<file path="src/rtl/vid_stream_gen.sv">
// Video-stream source: emits di/de/hs/vs frames carrying a selectable test pattern
// with configurable pixel sparsity, line gap and frame gap. All outputs are registered.
module vid_stream_gen #(
    parameter int unsigned DATA_WIDTH = 8,
    parameter int unsigned DE_PERIOD  = 4,
    parameter int unsigned LINE_GAP   = 44,
    parameter int unsigned FRAME_GAP  = 14
) (
    input  logic                  clk,
    input  logic                  rst,
    input  logic                  en_i,
    input  logic [1:0]            pattern_i,
    input  logic [15:0]           width_i,
    input  logic [15:0]           height_i,
    output logic [DATA_WIDTH-1:0] do_o,
    output logic                  de_o,
    output logic                  hs_o,
    output logic                  vs_o,
    output logic                  busy_o,
    output logic                  frame_done_o
);

    // DE_PERIOD of 0 or 1 both mean one cycle per pixel
    localparam int unsigned P          = (DE_PERIOD > 1) ? DE_PERIOD : 1;
    localparam logic [15:0] PHASE_LAST = 16'(P - 1);
    localparam logic [15:0] LGAP_LAST  = 16'(LINE_GAP - 1);
    localparam logic [15:0] FGAP_LAST  = 16'(FRAME_GAP - 1);

    typedef enum logic [1:0] {IDLE, LINE, HGAP, VGAP} state_t;

    state_t      state, state_nxt;
    logic [15:0] x, x_nxt, y, y_nxt, phase, phase_nxt, gap, gap_nxt;
    logic [15:0] width, width_nxt, height, height_nxt;
    logic [1:0]  pattern, pattern_nxt;
    logic        start_ok;
    logic        de_nxt, vs_nxt, frame_done_nxt;
    logic [DATA_WIDTH-1:0] pix;

    assign start_ok = en_i && (width_i != 16'd0) && (height_i != 16'd0);

    // Next-state: frame sequencing; geometry and pattern are latched only at frame start
    always_comb begin
        state_nxt   = state;
        x_nxt       = x;
        y_nxt       = y;
        phase_nxt   = phase;
        gap_nxt     = gap;
        width_nxt   = width;
        height_nxt  = height;
        pattern_nxt = pattern;
        unique case (state)
            IDLE: begin
                if (start_ok) begin
                    state_nxt   = LINE;
                    width_nxt   = width_i;
                    height_nxt  = height_i;
                    pattern_nxt = pattern_i;
                    x_nxt       = 16'd0;
                    y_nxt       = 16'd0;
                    phase_nxt   = 16'd0;
                end
            end
            LINE: begin
                if (phase == PHASE_LAST) begin
                    phase_nxt = 16'd0;
                    if (x == width - 16'd1) begin
                        state_nxt = HGAP;
                        gap_nxt   = 16'd0;
                    end else begin
                        x_nxt = x + 16'd1;
                    end
                end else begin
                    phase_nxt = phase + 16'd1;
                end
            end
            HGAP: begin
                if (gap == LGAP_LAST) begin
                    if (y != height - 16'd1) begin
                        state_nxt = LINE;
                        y_nxt     = y + 16'd1;
                        x_nxt     = 16'd0;
                        phase_nxt = 16'd0;
                    end else begin
                        state_nxt = VGAP;
                        gap_nxt   = 16'd0;
                    end
                end else begin
                    gap_nxt = gap + 16'd1;
                end
            end
            VGAP: begin
                if (gap == FGAP_LAST) begin
                    if (start_ok) begin
                        state_nxt   = LINE;
                        width_nxt   = width_i;
                        height_nxt  = height_i;
                        pattern_nxt = pattern_i;
                        x_nxt       = 16'd0;
                        y_nxt       = 16'd0;
                        phase_nxt   = 16'd0;
                    end else begin
                        state_nxt = IDLE;
                    end
                end else begin
                    gap_nxt = gap + 16'd1;
                end
            end
            default: state_nxt = IDLE;
        endcase
    end

    // Output decode from the upcoming state so the registered outputs line up with it
    always_comb begin
        de_nxt         = (state_nxt == LINE) && (phase_nxt == PHASE_LAST);
        vs_nxt         = (state_nxt == IDLE) || (state_nxt == VGAP) ||
                         ((state_nxt == HGAP) && (y_nxt == height_nxt - 16'd1));
        frame_done_nxt = (state_nxt == VGAP) && (gap_nxt == FGAP_LAST);
        pix            = '0;
        unique case (pattern_nxt)
            2'd0: pix = DATA_WIDTH'(x_nxt);
            2'd1: pix = DATA_WIDTH'(y_nxt);
            2'd2: pix = (x_nxt[3] ^ y_nxt[3]) ? {DATA_WIDTH{1'b1}} : '0;
            2'd3: pix = ((x_nxt == (width_nxt >> 1)) && (y_nxt == (height_nxt >> 1))) ?
                        {DATA_WIDTH{1'b1}} : '0;
            default: pix = '0;
        endcase
    end

    // State, counters and registered outputs
    always_ff @(posedge clk or negedge rst) begin
        if (!rst) begin
            state        <= IDLE;
            x            <= '0;
            y            <= '0;
            phase        <= '0;
            gap          <= '0;
            width        <= '0;
            height       <= '0;
            pattern      <= '0;
            do_o         <= '0;
            de_o         <= 1'b0;
            hs_o         <= 1'b1;
            vs_o         <= 1'b1;
            busy_o       <= 1'b0;
            frame_done_o <= 1'b0;
        end else begin
            state        <= state_nxt;
            x            <= x_nxt;
            y            <= y_nxt;
            phase        <= phase_nxt;
            gap          <= gap_nxt;
            width        <= width_nxt;
            height       <= height_nxt;
            pattern      <= pattern_nxt;
            if (de_nxt) do_o <= pix;
            de_o         <= de_nxt;
            hs_o         <= (state_nxt != LINE);
            vs_o         <= vs_nxt;
            busy_o       <= (state_nxt != IDLE);
            frame_done_o <= frame_done_nxt;
        end
    end

endmodule
</file>
<file path="config.mk">
export PLATFORM = sky130hd
export DESIGN_NAME = vid_stream_gen
export DESIGN_NICKNAME = d
export VERILOG_FILES = /design/src/rtl/vid_stream_gen.sv
export SDC_FILE = /design/constraint.sdc
export NUM_CORES = 1
export LEC_CHECK = 0
export CAP_MARGIN = 0
export CORE_ASPECT_RATIO = 0.5
export CORE_MARGIN = 4
export CORE_UTILIZATION = 62
export CTS_CLUSTER_DIAMETER = 80
export DETAILED_ROUTE_END_ITERATION = 8
export MAX_ROUTING_LAYER = met4
export PLACE_DENSITY = 0.82
export RECOVER_POWER = 50
export SKIP_CTS_REPAIR_TIMING = 1
export SYNTH_ARGS = -nofsm -noshare
export SYNTH_HDL_FRONTEND = slang
export SYNTH_SLANG_ARGS = --single-unit
</file>
<file path="constraint.sdc">
create_clock -name clk -period 6.3 [get_ports clk]
set_clock_uncertainty 0.2 [all_clocks]
set_input_delay 1.26 -clock clk [delete_from_list [all_inputs] [get_ports clk]]
set_output_delay 1.26 -clock clk [all_outputs]
set_load 0.01 [all_outputs]
</file>
==> impl_results.md, run 1 <==
* Status: finished, violations left
* Failing checks: max-capacitance violations, max-slew violations
* Tot Pwr at 5.363 mW
* Starting Density at 64.58%
* Max-slew violation count at 69
* # port buffers at 49
* IO Pins at 50
* Inserted Diodes at 0
* H-tree Lvls at 4
* RSZ-0062 raised after global routing: false
* Mux share of post-synthesis cell area at 2.222%
* Routed length per instance at 23.14 um
* Clk pin slew, worst setup/hold paths at 0.05 ns
* CP required at 6.44 ns
* Top area cells in the synthesized netlist: dfrtp_1 29%, xnor2_1 4.6%, o21ai_0 4.1%
* Logic depth of the worst register-to-register path at 14
* Root buffer cell: clkbuf_16
* Seq/Total Area, Yosys at 29.74%
* DRC Markers at 0
* First-pass GRT wire length at 49.32 mm
* Final min period at 5.824 ns
* Area growth syn-to-layout at 11.67%
* GPL Wtd Cong at 1.050
* TritonCTS clock tree: yes
* Worst Hold Path Cells at 1
* Routed Antenna Nets at 0
* Synth Cell Area at 9518 um2
* Total CTS buffers at 17
* Share of cells above drive strength 1 at 10.98%
* Core Region at 14,740 um2
* Slew headroom at -155.5%
* Total gr overflow at 0
* Starting DRC count in detailed routing at 1,503
* PD cells at 504.6 nW/um2
* Period utilisation layout at 92.45%
* Synth Area in Adders at 2.103%
* Commonest cells post-synth: 111 x dfrtp_1, 97 x nand2_1, 78 x nor2_1, 78 x o21ai_0, 53 x inv_1
* Placed wire-length estimate at 23.28 mm
* Final Hold Fails at 0
* Prevailing post-synth register cell: dfrtp_1
* Vias/cell at 7.133
* Syn. warnings at 0
* Worst EP arrival at 5.97 ns
* Worst slew pin tran at 3.833 ns
* Pre-antenna DRT Iters at 5
* Die W at 183.2 um
* Clock Latency Late Sink at 0.42 ns
* Largest fanout on the critical path at 16
* Peak VDD IR at 306.1 uV
* GRT Resource Usage Total at 37.18%
* Initial antenna violation count at 0
* Worst Hold Launch: do_o[3]$_DFFE_PN0P_
* Count leader, synth: dfrtp_1
* Compound-Gate Fraction of Synth Area at 24.14%
* Largest net degree at the start of global routing at 69
* Post-Synth XOR/XNOR Area at 8.334%
* Synthesized net count at 1,184
* Proportion of netlist area held by the largest area contributor at 29.18%
* Via count at 9,729
* Die Ht at 95.61 um
* Vias in the first global route at 9,069
* CP Launch Type: input pin
* Setup TNS at 0 ns
* Lkg Pwr at 4.658 nW
* Die ar. at 17,520 um2
* Setup crit end kind: flip-flop
* F_max at 0.1717 GHz
* R2R setup slack at 0.66 ns
* Simple-gate share of the synthesized area at 27.91%
* Worst Hold Class: reg2reg
* Flops & latches, synth at 113
* Final net count at 1,207
* Post-synth EDFFs at 0
* Max cap viols at 1
* Bufs on Longest Clock Path at 2
* Area leader, netlist: dfrtp_1
* Setup violations, final at 0
* Placed cell areas at 10,080 um2
* Worst setup path category: in2reg
* Synth unique cells at 104
* Core Util, Final at 72.11%
* Final instance area at 10,630 um2
* Clock sinks at 113
* Cells after Synth at 1,131
* Post-synth ARST share at 100.0%
* Post-Syn Area per Cell at 8.415 um2
* RR Endpoint: do_o[3]$_DFFE_PN0P_
* Fin cells at 1,364
* Placed Instances at 1,333
* Drt total wl at 31.56 mm
* FP Rows at 31
* Worst R2R Start: height[0]$_DFF_PN0_
* Hold Path End: do_o[3]$_DFFE_PN0P_
* Largest family of logic cells by synthesized area: simple AND/OR/NAND/NOR gates
worst max-delay path, cell delays in order:
cell and delay [ns]:
clkdlybuf4s50_1 0.60, nor4_1 0.12, a41oi_1 0.71, o211ai_2 0.26
a21o_1 0.49, buf_4 0.29, a32oi_1 0.25, buf_4 0.23
o311ai_1 0.17, a211o_1 0.39, a2111oi_2 0.32, nand4_1 0.25
o31a_4 0.48, a21oi_2 0.14
metrics by stage:
step | setup slack, ns | hold slack (ns)
finish | 0.4758 | 0.3316
detailed placement | 0.2326 | 0.3276
CTS | 0.5935 | 0.3390
floorplan | 0.9423 | 0.3131
global placement | 0.3252 | 0.2807
global route | 0.2512 | 0.3385
flip-flops by register name (all words and copies together) (netlist names):
| register | cells |
|---|---|
| y | 16 |
| height | 16 |
| hs_o | 1 |
| phase | 16 |
| x | 16 |
| pattern | 2 |
| do_o | 8 |
| de_o | 1 |
| busy_o | 1 |
| width | 16 |
| gap | 16 |
| vs_o | 1 |
| state | 2 |
| frame_done_o | 1 |
final cells by class:
type	instances	area, um2
Clock buffer	25	495.5
Clock inverter	6	55.05
Fill cell	1150	4110
Inverter	54	202.7
Multi-Input combinational cell	898	6158
Sequential cell	113	2830
Tap cell	198	247.7
Timing Repair Buffer	70	639.4
layout by cell type, fill, tap and decap left out, types with 7 or more instances in the layout:
cell	Yosys	layout
buf_4	0	20
nor4_1	23	23
xor2_1	38	38
a31oi_1	21	21
o21ai_0	78	78
a21oi_2	7	7
dfrtp_1	111	111
or3_1	10	10
nand2b_1	17	17
a211oi_1	9	9
nand3_1	42	42
nand4_1	22	22
mux2i_1	13	13
a21oi_1	37	37
o31ai_1	10	10
nor3_1	31	31
a22o_1	21	21
nand4b_1	8	8
o21a_1	7	7
a22oi_1	13	13
a41oi_1	7	7
nand2_1	97	97
clkdlybuf4s50_1	0	42
xnor2_1	50	50
and3_1	32	32
a32oi_1	7	7
clkbuf_16	0	17
o211ai_1	11	11
nor2b_1	9	9
and4_1	10	10
and2_1	12	12
or2_2	9	9
or4_1	7	7
ha_1	16	16
nor2_1	78	78
inv_1	53	53
worst max-delay path by stage:
stage           startpoint                   to  slack (ns)  cells past startpoint
2_1_floorplan  height_i[4]       vs_o$_DFF_PN1_        0.94                     18
3_3_place_gp   height_i[4]  do_o[6]$_DFFE_PN0P_        0.33                     13
3_5_place_dp   height_i[4]  do_o[3]$_DFFE_PN0P_        0.23                     13
4_1_cts        height_i[4]  do_o[3]$_DFFE_PN0P_        0.59                     13
5_1_grt         width_i[0]       vs_o$_DFF_PN1_        0.25                     16
6_report        width_i[0]  do_o[4]$_DFFE_PN0P_        0.48                     14
cells by family (layout without fill, tap and decap cells):
kind of cell	Yosys count	after routing
flops	113	113
fa+ha+maj	16	16
mux	20	20
buf+inv	120	155
compound gates	313	313
simple gates	460	460
xor+xnor	89	89
metal layers:
metal | wire length [um] | global-route usage, % | up-vias
met3 | 3684 | 9.832 | 95
met2 | 13670 | 55.27 | 644
met1 | 13390 | 50.67 | 4718
met5 | 0 | - | -
met4 | 821 | 10.04 | 0
li1 | - | - | 4272
where the power goes:
part           leakage [nW]  switching [mW]  internal (mW)
sequential             1.54           0.285          0.891
combinational          2.85            1.99           1.27
clock                 0.277           0.342          0.578
Note: power is estimated with default switching activity, not from simulation.
==> run 2: changes to the inputs <==
--- a/config.mk
+++ b/config.mk
@@ -6,7 +6,6 @@
 export NUM_CORES = 1
 export LEC_CHECK = 0
 export CAP_MARGIN = 0
-export CORE_ASPECT_RATIO = 0.5
 export CORE_MARGIN = 4
 export CORE_UTILIZATION = 62
 export CTS_CLUSTER_DIAMETER = 80
==> run 2 against run 1 <==
  * The flow still finishes with violations (max-capacitance violations, max-slew violations)
  * Hold slack improved by 0.011 ns
  * Core utilization fell by 1.6 points
  * Worst setup slack improved by 0.23 ns
  * Sequential power barely moved
  * Combinational power fell by 3%
  * Routed wire length fell by 5.6%
  * Total power fell by 1.4%
  * Maximum frequency rose by 4.1%
  * Clock power rose by 6.1%
  * Critical path type unchanged
==> impl_results.md, run 2 (synthesis gave the netlist of run 1 again) <==
* Slowest CP cell: a41oi_1 (unchanged)
* Core Region at 15,150 um2 (was 14,740 um2)
* Clk pin slew, worst setup/hold paths at 0.05 ns (about the same)
* Worst Hold Class: reg2reg (unchanged)
* Clock sinks at 113 (unchanged)
* Worst setup path category: in2reg (unchanged)
* Bufs on Longest Clock Path at 2 (unchanged)
* Die ar. at 17,400 um2 (was 17,520 um2)
* CP Launch Type: input pin (unchanged)
* Status: finished, violations left (unchanged)
* Area growth syn-to-layout at 12.26% (was 11.67%)
* Die W at 131.9 um (was 183.2 um)
* Worst R2R Start: width[0]$_DFFE_PN0P_ (was height[0]$_DFF_PN0_)
* Peak VDD IR at 444.3 uV (was 306.1 uV)
* RR Endpoint: do_o[3]$_DFFE_PN0P_ (unchanged)
* Fillcell total at 1,225 (was 1,150)
* PD cells at 494.9 nW/um2 (was 504.6 nW/um2)
* Total gr overflow at 0 (unchanged)
* F_max at 0.1787 GHz (was 0.1717 GHz)
* CP cell instances: clkdlybuf4s50_1, nor4_1, a41oi_1, o211ai_2, a21o_1, or4_1, o221a_2, o21ai_0, or4b_1, a2111oi_2, nand4_1, o31a_4, a21oi_2 (was clkdlybuf4s50_1, nor4_1, a41oi_1, o211ai_2, a21o_1, buf_4, a32oi_1, buf_4, o311ai_1, a211o_1, a2111oi_2, nand4_1, o31a_4, a21oi_2)
* Tot Pwr at 5.289 mW (was 5.363 mW)
* First-pass GRT wire length at 46.75 mm (was 49.32 mm)
* FP Rows at 45 (was 31)
* GPL Wtd Cong at 1.019 (was 1.050)
* Root buffer cell: clkbuf_16 (unchanged)
* DRC Markers at 0 (unchanged)
* Setup crit end kind: flip-flop (unchanged)
* Logic depth of the worst register-to-register path at 18 (was 14)
* Period utilisation layout at 88.81% (was 92.45%)
* Critical Path Max Stage Delay at 0.64 ns (was 0.71 ns)
* Routed Antenna Nets at 0 (unchanged)
* IO Pins at 50 (unchanged)
* RSZ-0062 raised after global routing: false (unchanged)
* Final Hold Fails at 0 (unchanged)
* Setup violations, final at 0 (unchanged)
* Lkg Pwr at 4.682 nW (was 4.658 nW)
* # port buffers at 49 (unchanged)
* Hold Path End: do_o[4]$_DFFE_PN0P_ (was do_o[3]$_DFFE_PN0P_)
* Worst Hold Launch: do_o[4]$_DFFE_PN0P_ (was do_o[3]$_DFFE_PN0P_)
* Core Util, Final at 70.55% (was 72.11%)
* Worst Hold Path Cells at 2 (was 1)
* Hold Slack at 0.3424 ns (was 0.3316 ns)
* Starting Density at 62.84% (was 64.58%)
* Max-slew violation count at 59 (was 69)
* H-tree Lvls at 4 (unchanged)
* Vias in the first global route at 8,585 (was 9,069)
* Placed wire-length estimate at 21.82 mm (was 23.28 mm)
* Failing checks: max-capacitance violations, max-slew violations (unchanged)
* Pre-antenna DRT Iters at 6 (was 5)
* Share of cells above drive strength 1 at 11.46% (was 10.98%)
* GRT Resource Usage Total at 34.43% (was 37.18%)
* Total CTS buffers at 17 (unchanged)
* Inserted Diodes at 0 (unchanged)
* Final min period at 5.595 ns (was 5.824 ns)
* Via count at 9,458 (was 9,729)
* Most frequent cells in the layout: 111 x dfrtp_1, 97 x nand2_1, 78 x nor2_1, 78 x o21ai_0, 53 x inv_1 (unchanged)
* TritonCTS clock tree: yes (unchanged)
* Largest net degree at the start of global routing at 59 (was 69)
* Routed length per instance at 21.95 um (was 23.14 um)
* Initial antenna violation count at 0 (unchanged)
* Die Ht at 131.9 um (was 95.61 um)
* Commonest non-fill, non-tap cell in the layout: dfrtp_1 (unchanged)
* Vias/cell at 6.970 (was 7.133)
* CP required at 6.45 ns (was 6.44 ns)
* R2R setup slack at 0.97 ns (was 0.66 ns)
* Starting DRC count in detailed routing at 1,245 (was 1,503)
* Setup TNS at 0 ns (unchanged)
* Clock Latency Late Sink at 0.43 ns (was 0.42 ns)
* Largest fanout on the critical path at 13 (was 16)
* Worst EP arrival at 5.75 ns (was 5.97 ns)
* Slew headroom at -125.1% (was -155.5%)
* Final net count at 1,209 (was 1,207)
* Drt total wl at 29.78 mm (was 31.56 mm)
* Worst slew pin tran at 3.376 ns (was 3.833 ns)
* Max cap viols at 1 (unchanged)
run 2: cell count changes in the layout (fill, tap and decap cells not counted):
cell	change
buf_12	+1
buf_4	+1
bufinv_16	+1
clkbuf_1	-3
clkinvlp_4	+3
run 2: cell type report:
cell class | instances | area, um2 | share of cell area, %
inverter | 54 | 202.7 | 1.897
clock buffer | 22 | 484.2 | 4.532
timing repair buffer | 72 | 666.9 | 6.241
multi-input combinational | 898 | 6158 | 57.63
clock inverter | 10 | 107.6 | 1.007
tap | 188 | 235.2 | 2.201
sequential | 113 | 2830 | 26.49
run 2: report_power, final:
part	total (mW)	switching [mW]	leakage (nW)	internal [mW]
registers	1.15	0.260	1.54	0.891
logic	3.16	1.87	2.86	1.29
clock network	0.976	0.357	0.288	0.619
total	5.29	2.49	4.68	2.80
run 2: worst max-delay path by stage:
stage / endpoint / start / depth (start not counted)
finish: do_o[5]$_DFFE_PN0P_ / width_i[0] / 13
global route: do_o[1]$_DFFE_PN0P_ / width_i[0] / 13
CTS: do_o[5]$_DFFE_PN0P_ / height_i[4] / 14
detailed placement: do_o[5]$_DFFE_PN0P_ / height_i[4] / 14
global placement: do_o[6]$_DFFE_PN0P_ / height_i[4] / 14
floorplan: vs_o$_DFF_PN1_ / height_i[4] / 18
run 2: critical path: cells and delay by family:
family,cells,cell delay [ns]
buffers and inverters,1,0.59
AO/OA/AOI/OAI,8,2.54
AND/OR/NAND/NOR,4,1.36
run 2: routing by layer:
layer | vias up | track usage, % | share of wire (%)
met5 | - | - | 0
met4 | 0 | 14.35 | 4.3
met3 | 121 | 6.069 | 8.6
met2 | 526 | 53.14 | 46
met1 | 4518 | 44.95 | 41
li1 | 4293 | - | -
run 2: stage by stage:
step / instances / worst slack [ns] / area [um2]
after floorplan: 1131 / 0.9423 / 9518
after global placement: 1325 / 0.4489 / 10100
after detailed placement: 1325 / 0.3426 / 10100
after CTS: 1357 / 0.7951 / 10690
after global routing: 1357 / 0.5035 / 10690
final: 1357 / 0.7050 / 10690
